`config.mk`:
```
export PLATFORM = sky130hd
export DESIGN_NAME = ds_pwm_stage
export DESIGN_NICKNAME = d
export VERILOG_FILES = /design/src/rtl/ds_dac_pkg.sv /design/src/rtl/pwm_compare.sv /design/src/rtl/ds_pwm_stage.sv
export SDC_FILE = /design/constraint.sdc
export NUM_CORES = 1
export LEC_CHECK = 0
export BUFFER_PORTS_ARGS = -buffer_cell sky130_fd_sc_hd__buf_2
export CORE_MARGIN = 2
export CORE_UTILIZATION = 55
export CTS_BUF_LIST = sky130_fd_sc_hd__clkbuf_2
export DETAILED_ROUTE_END_ITERATION = 6
export GPL_TIMING_DRIVEN = 0
export PLACE_DENSITY = 0.79
export SYNTH_ARGS = -nofsm -noshare
export SYNTH_HDL_FRONTEND = slang
export SYNTH_SLANG_ARGS = --single-unit
```
`constraint.sdc`:
```
create_clock -name clk -period 3.33 [get_ports clk]
set_input_delay 0.999 -clock clk [delete_from_list [all_inputs] [get_ports clk]]
set_output_delay 0.999 -clock clk [all_outputs]
set_load 0.005 [all_outputs]
```
`src/rtl/ds_dac_pkg.sv`:
```
// Shared types and helpers for the delta-sigma DAC output path.
// Holds the default sample width, the PWM alignment mode and the input code conversion.
package ds_dac_pkg;

   localparam int DEFAULT_OUT_BITS = 9;

   typedef enum logic {
      PWM_LEFT   = 1'b0,
      PWM_CENTER = 1'b1
   } pwm_mode_e;

   // Two's complement to offset binary is an MSB flip; unsigned codes pass straight through.
   function automatic logic [31:0] to_offset_binary(input logic [31:0] y,
                                                    input logic        signed_in,
                                                    input int unsigned out_bits);
      logic [31:0] msb_mask;
      msb_mask = 32'd1 << (out_bits - 1);
      return signed_in ? (y ^ msb_mask) : y;
   endfunction

endpackage

```
`src/rtl/pwm_compare.sv`:
```
// Combinational PWM level from frame counter and duty, left- or centre-aligned.
// Stateless so it can drive additional output pins from a shared counter.
module pwm_compare
   import ds_dac_pkg::*;
#(
   parameter int OUT_BITS = DEFAULT_OUT_BITS
) (
   input  logic [OUT_BITS-1:0] i_cnt,
   input  logic [OUT_BITS-1:0] i_duty,
   input  pwm_mode_e           i_mode,
   output logic                o_level
);

   localparam logic [OUT_BITS:0] PERIOD = {1'b1, {OUT_BITS{1'b0}}};

   logic [OUT_BITS:0] w_cnt_ext;
   logic [OUT_BITS:0] w_duty_ext;
   logic [OUT_BITS:0] w_lo;
   logic [OUT_BITS:0] w_hi;

   // One extra bit so lo+duty cannot wrap back into the frame.
   assign w_cnt_ext  = {1'b0, i_cnt};
   assign w_duty_ext = {1'b0, i_duty};
   assign w_lo       = (PERIOD - w_duty_ext) >> 1;
   assign w_hi       = w_lo + w_duty_ext;

   always_comb begin
      // NOTE: default first so no path leaves o_level unassigned and infers a latch.
      o_level = 1'b0;
      unique case (i_mode)
         PWM_LEFT:   o_level = (i_cnt < i_duty);
         PWM_CENTER: o_level = (w_cnt_ext >= w_lo) && (w_cnt_ext < w_hi);
      endcase
   end

endmodule

```
`src/rtl/ds_pwm_stage.sv`:
```
// PWM output stage behind the delta-sigma modulator: one sample per 2^OUT_BITS-clock frame.
// A pending register absorbs sample arrival; duty is only reloaded at the frame wrap.
module ds_pwm_stage
   import ds_dac_pkg::*;
#(
   parameter int OUT_BITS  = DEFAULT_OUT_BITS,
   parameter int SIGNED_IN = 1
) (
   input  logic                clk,
   input  logic                rst_n,
   input  logic                en,
   input  logic                centered,
   input  logic [OUT_BITS-1:0] y,
   input  logic                y_valid,
   input  logic                clear_flags,
   output logic                pwm_out,
   output logic                sample_req,
   output logic                frame_start,
   output logic                overrun,
   output logic                underrun
);

   localparam logic [OUT_BITS-1:0] CNT_MAX      = '1;
   localparam logic [OUT_BITS-1:0] CNT_HALF     = {1'b1, {(OUT_BITS-1){1'b0}}};
   localparam logic [OUT_BITS-1:0] CNT_PRE_HALF = CNT_HALF - OUT_BITS'(1);

   logic [OUT_BITS-1:0] r_cnt;
   logic [OUT_BITS-1:0] r_duty;
   logic [OUT_BITS-1:0] r_pending;
   logic                r_pending_full;
   logic                r_pwm;
   logic                r_sample_req;
   logic                r_frame_start;
   logic                r_overrun;
   logic                r_underrun;

   logic [OUT_BITS-1:0] w_d;
   logic                w_wrap;
   logic                w_level;
   logic                w_overrun_set;
   logic                w_underrun_set;
   pwm_mode_e           w_mode;

   assign w_d    = OUT_BITS'(to_offset_binary(32'(y), 1'(SIGNED_IN != 0), OUT_BITS));
   assign w_wrap = en && (r_cnt == CNT_MAX);
   assign w_mode = pwm_mode_e'(centered);

   // A sample landing on the wrap edge is consumed by the load, so it never counts as overrun.
   assign w_overrun_set  = y_valid && !w_wrap && r_pending_full;
   assign w_underrun_set = w_wrap && !r_pending_full && !y_valid;

   pwm_compare #(
      .OUT_BITS (OUT_BITS)
   ) u_pwm_compare (
      .i_cnt   (r_cnt),
      .i_duty  (r_duty),
      .i_mode  (w_mode),
      .o_level (w_level)
   );

   always_ff @(posedge clk or negedge rst_n) begin
      if (!rst_n) begin
         r_cnt         <= '0;
         r_pwm         <= 1'b0;
         r_sample_req  <= 1'b0;
         r_frame_start <= 1'b0;
      end else begin
         // NOTE: non-blocking so every register here samples pre-edge values of the others.
         r_cnt         <= en ? r_cnt + OUT_BITS'(1) : '0;
         r_pwm         <= en && w_level;
         r_sample_req  <= en && (r_cnt == CNT_PRE_HALF);
         r_frame_start <= w_wrap;
      end
   end

   always_ff @(posedge clk or negedge rst_n) begin
      if (!rst_n) begin
         r_duty         <= '0;
         r_pending      <= '0;
         r_pending_full <= 1'b0;
      end else if (w_wrap) begin
         if (r_pending_full) begin
            r_duty <= r_pending;
            if (y_valid) begin
               r_pending <= w_d;
            end else begin
               r_pending_full <= 1'b0;
            end
         end else if (y_valid) begin
            r_duty <= w_d;
         end
      end else if (y_valid) begin
         r_pending      <= w_d;
         r_pending_full <= 1'b1;
      end
   end

   // Set beats clear so an event coinciding with a software clear is not lost.
   always_ff @(posedge clk or negedge rst_n) begin
      if (!rst_n) begin
         r_overrun  <= 1'b0;
         r_underrun <= 1'b0;
      end else begin
         r_overrun  <= w_overrun_set  || (r_overrun  && !clear_flags);
         r_underrun <= w_underrun_set || (r_underrun && !clear_flags);
      end
   end

   assign pwm_out     = r_pwm;
   assign sample_req  = r_sample_req;
   assign frame_start = r_frame_start;
   assign overrun     = r_overrun;
   assign underrun    = r_underrun;

endmodule

```
==> tab_implementation.tex <==
\begin{tabular}{lr}
\hline
Metric & Value \\
\hline
\multicolumn{2}{l}{\textbf{Detailed routing}} \\
Detailed-routing iteration count for the pre-antenna-repair pass & 4 \\
Wire length per cell & 16.6 um \\
Vias & 2,108 \\
Total detailed-routing wirelength & 6000 um \\
Residual DRC & 0 \\
Via-per-instance ratio & 5.82 \\
Violation count after the first detailed-route iteration & 79 \\
Post-DRT Antenna Nets & 0 \\
\multicolumn{2}{l}{\textbf{Pwr}} \\
Standby leakage power & 1.55 nW \\
P\_int & 659 uW \\
Peak VDD IR & 0.000310 V \\
Proportion of power drawn by the clock network & 41.6\% \\
Switching Share & 24.5\% \\
Pwr Density & 280 nW/um\^{}2 \\
Share of power burned in combinational logic & 9.3\% \\
Switch Pwr & 214 uW \\
Share of power burned in registers & 49.1\% \\
\multicolumn{2}{l}{\textbf{Logic synthesis}} \\
Total number of yosys warnings & 0 \\
Most area-hungry cell type in the Yosys netlist & sky130\_fd\_sc\_hd\_\_dfrtp\_1 \\
Post-synthesis cell count & 271 \\
Dominant cell by count in the synthesized netlist & sky130\_fd\_sc\_hd\_\_ha\_1 \\
Sequential fraction of the synthesis area & 32.4\% \\
Proportion of netlist area held by the largest area contributor & 32.4\% \\
Avg Inst Size Synth & 9.40 sq um \\
Post-synth top flop & sky130\_fd\_sc\_hd\_\_dfrtp\_1 \\
Largest cells by area after synthesis & sky130\_fd\_sc\_hd\_\_dfrtp\_1 (32\%), sky130\_fd\_sc\_hd\_\_ha\_1 (18\%), sky130\_fd\_sc\_hd\_\_xnor2\_1 (5.2\%) \\
Number of distinct library cell variants in the gate-level netlist after synthesis & 46 \\
Commonest cells post-synth & sky130\_fd\_sc\_hd\_\_ha\_1 (37), sky130\_fd\_sc\_hd\_\_dfrtp\_1 (33), sky130\_fd\_sc\_hd\_\_inv\_1 (25) \\
Post-synth EDFFs & 0 \\
Combined area of all synthesized cells & 2550 sq um \\
Async set-reset flop share out of synthesis & 100\% \\
Syn\_nets & 324 \\
\#FFs+latches synth & 33 \\
\multicolumn{2}{l}{\textbf{Finish}} \\
Antenna diodes & 0 \\
Number of nets in the finished design & 362 \\
Largest registers in the final layout & r\_cnt (9), r\_duty (9), r\_pending (9) \\
Fraction of layout instances using a drive strength above 1 & 27.7\% \\
Relative area change from synthesis to final layout & 22.7\% \\
Core occupancy in the finished layout & 70.8\% \\
\multicolumn{2}{l}{\textbf{Clock network}} \\
Buffers from clock root to sink, at most & 2 \\
Cts bufs inserted & 5 \\
Clock latency reported for the late side of the worst-skew pair & 0.42 ns \\
TritonCTS clock tree & yes \\
\# clock sinks & 33 \\
Number of buffers added to fix hold violations after cts & 0 \\
Buffer type at the clock tree root & sky130\_fd\_sc\_hd\_\_clkbuf\_2 \\
Register clock-pin slew on the reported worst setup and hold paths & 0.21 ns \\
Maximum level of the CTS H-tree & 2 \\
\multicolumn{2}{l}{\textbf{Critical path}} \\
Worst endpoint data arrival time & 3.57 ns \\
Startpoint types & register \\
Endpoint type of the worst setup path & register \\
Register-to-register setup slack & 0.08 ns \\
Required time reported for the critical path endpoint & 3.65 ns \\
Worst Path Class, Setup & register to register \\
Most common cell type on the critical path & sky130\_fd\_sc\_hd\_\_a211oi\_2 \\
Slowest-stage cell, CP & sky130\_fd\_sc\_hd\_\_dfrtp\_2 \\
Largest fanout on the critical path & 4 \\
Worst path cell trace & inv\_4 -> ha\_4 -> xnor2\_4 -> ha\_1 -> a21o\_1 -> a211oi\_2 -> o22ai\_2 -> a21oi\_2 -> xor2\_1 -> ha\_1 -> nand4\_1 -> a211oi\_2 -> a211oi\_2 -> o311ai\_1 -> o311ai\_1 \\
Largest stage delay, worst path & 0.48 ns \\
\multicolumn{2}{l}{\textbf{Status}} \\
Outcome & complete, no violations \\
\multicolumn{2}{l}{\textbf{Placement}} \\
Final Wtd Congestion & 0.873 \\
Half-perimeter wire length after detailed placement & 4070 um \\
Number of buffer cells added on primary ports & 19 \\
\multicolumn{2}{l}{\textbf{Die}} \\
Top Ports & 20 \\
Die extent in y & 72.0 um \\
Site Rows & 24 \\
Effective utilization at floorplan & 57.7\% \\
Die width & 72.0 um \\
Die Outline Area & 5190 sq um \\
Core Footprint & 4410 sq um \\
\multicolumn{2}{l}{\textbf{STA}} \\
Unrepaired setup endpoints after global routing & true \\
Max Transition Viols Final & 0 \\
Worst slew margin & 51.2\% \\
Post-route clock skew & 0.0265 ns \\
Final period util & 97.5\% \\
Hold Violations, Final & 0 \\
Worst-margin pin slew & 0.733 ns \\
Time the final worst path needs with I/O delays and setup & 3.25 ns \\
Setup Viol. Count Final & 0 \\
Highest clock frequency the design can meet & 308 MHz \\
Fin Setup TNS & 0 ns \\
\multicolumn{2}{l}{\textbf{Global routing}} \\
Grt total ovfl & 0 \\
Antenna violations before repair & 0 \\
Via count of the first global-routing pass & 1,940 \\
Global-route total usage across every layer & 22.5\% \\
First-pass GRT wire length & 8880 um \\
Pin count of the biggest net entering global routing & 34 \\
\multicolumn{2}{l}{\textbf{Hold path}} \\
Class of the tightest hold or removal check & register to register \\
\multicolumn{2}{l}{\textbf{Job}} \\
Max Cap Violations & 0 \\
\hline
\end{tabular}
## metal layers
layer | GRT usage (%) | wire (um) | vias to the layer above
met5 | 0 | 0 | -
met4 | 8.39 | 138 | 0
met3 | 3.33 | 228 | 13
met2 | 40.0 | 3130 | 59
met1 | 27.5 | 2500 | 992
li1 | - | - | 1044
## cell type report
| type | instances | area [sq um] |
|---|---|---|
| buffer | 5 | 27.5 |
| clock buffer | 5 | 25.0 |
| clock inverter | 3 | 68.8 |
| fill | 320 | 1290 |
| inverter | 25 | 96.3 |
| multi-input combinational | 207 | 1820 |
| sequential | 33 | 831 |
| tap | 52 | 65.1 |
| timing repair buffer | 32 | 193 |
## worst max-delay path, delay by kind of cell, from the launching register on
| kind | cells | cell delay, ns |
|---|---|---|
| adders and majority gates | 3 | 0.78 |
| DFF | 1 | 0.48 |
| AOI/OAI and AO/OA | 8 | 1.39 |
| and+or+nand+nor | 1 | 0.14 |
| xor gates and xnor gates | 2 | 0.28 |
| buffers and inverters | 1 | 0.06 |
## metrics by stage
step | std cells | setup slack [ns] | power (mW) | cell area, sq um | hold WS, ns
2_1_floorplan | 271 | 0.0649 | 0.476 | 2550 | 0.451
3_3_place_gp | 342 | -0.369 | 0.507 | 2710 | 0.473
3_5_place_dp | 342 | -0.514 | 0.512 | 2710 | 0.475
4_1_cts | 353 | 0.00742 | 0.877 | 2900 | 0.516
5_1_grt | 362 | -0.0937 | 0.903 | 3120 | 0.555
6_report | 362 | 0.0838 | 0.873 | 3120 | 0.515
## cells by family after synthesis
family	after synthesis	share of synthesized area, %
buffers and inverters	31	4.91
AND/OR/NAND/NOR	68	13.3
AO/OA/AOI/OAI	64	16.4
multiplexers	16	6.68
flip-flops	33	32.4
adder cells (fa/ha/maj)	39	19.4
XOR/XNOR	20	6.88
## final timing paths
kind | start | to | depth (start not counted)
max in group asynchronous | rst_n | r_duty[0] | 1
min in group asynchronous | rst_n | pwm_out | 1
worst max register to register | r_duty[1] | pwm_out | 15
worst min register to register | r_pending[8] | r_pending[8] | 2
worst min-delay path | r_pending[8] | r_pending[8] | 2
worst max-delay path | r_duty[1] | pwm_out | 15
## power by group through the flow
stage | logic (mW) | clock network (mW) | registers [mW]
2_1_floorplan | 0.0442 | 0 | 0.432
3_3_place_gp | 0.0730 | 0 | 0.434
3_5_place_dp | 0.0768 | 0 | 0.435
4_1_cts | 0.0791 | 0.370 | 0.428
5_1_grt | 0.0902 | 0.382 | 0.431
6_report | 0.0814 | 0.363 | 0.429
## layout by cell type (no fill, tap or decap), types with 3 or more instances in the layout
master / instances
sky130_fd_sc_hd__ha_1: 31
sky130_fd_sc_hd__dfrtp_1: 29
sky130_fd_sc_hd__inv_1: 24
sky130_fd_sc_hd__nand2_1: 24
sky130_fd_sc_hd__buf_2: 20
sky130_fd_sc_hd__o21ai_0: 17
sky130_fd_sc_hd__buf_4: 13
sky130_fd_sc_hd__nor2_1: 10
sky130_fd_sc_hd__xnor2_1: 10
sky130_fd_sc_hd__mux2_2: 8
sky130_fd_sc_hd__mux2i_1: 8
sky130_fd_sc_hd__and2_1: 7
sky130_fd_sc_hd__nand3_1: 6
sky130_fd_sc_hd__a21oi_1: 6
sky130_fd_sc_hd__nand4_1: 5
sky130_fd_sc_hd__xor2_1: 5
sky130_fd_sc_hd__a21o_1: 5
sky130_fd_sc_hd__clkbuf_2: 5
sky130_fd_sc_hd__nor2b_1: 4
sky130_fd_sc_hd__xnor2_2: 4
sky130_fd_sc_hd__a21oi_2: 4
sky130_fd_sc_hd__a211oi_2: 4
sky130_fd_sc_hd__ha_4: 4
sky130_fd_sc_hd__dfrtp_2: 4
sky130_fd_sc_hd__a21boi_0: 3
sky130_fd_sc_hd__o21a_1: 3
sky130_fd_sc_hd__o211ai_1: 3
sky130_fd_sc_hd__o21ai_1: 3
## repair_timing
action                                  in CTS  in global routing
buffers inserted                             4                  9
gates resized for setup                     15                 31
gates cloned                                 0                  0
endpoints found under the setup margin       1                  1
pin swaps                                    2                 25
No activity file was read; power rests on OpenSTA's default activity.
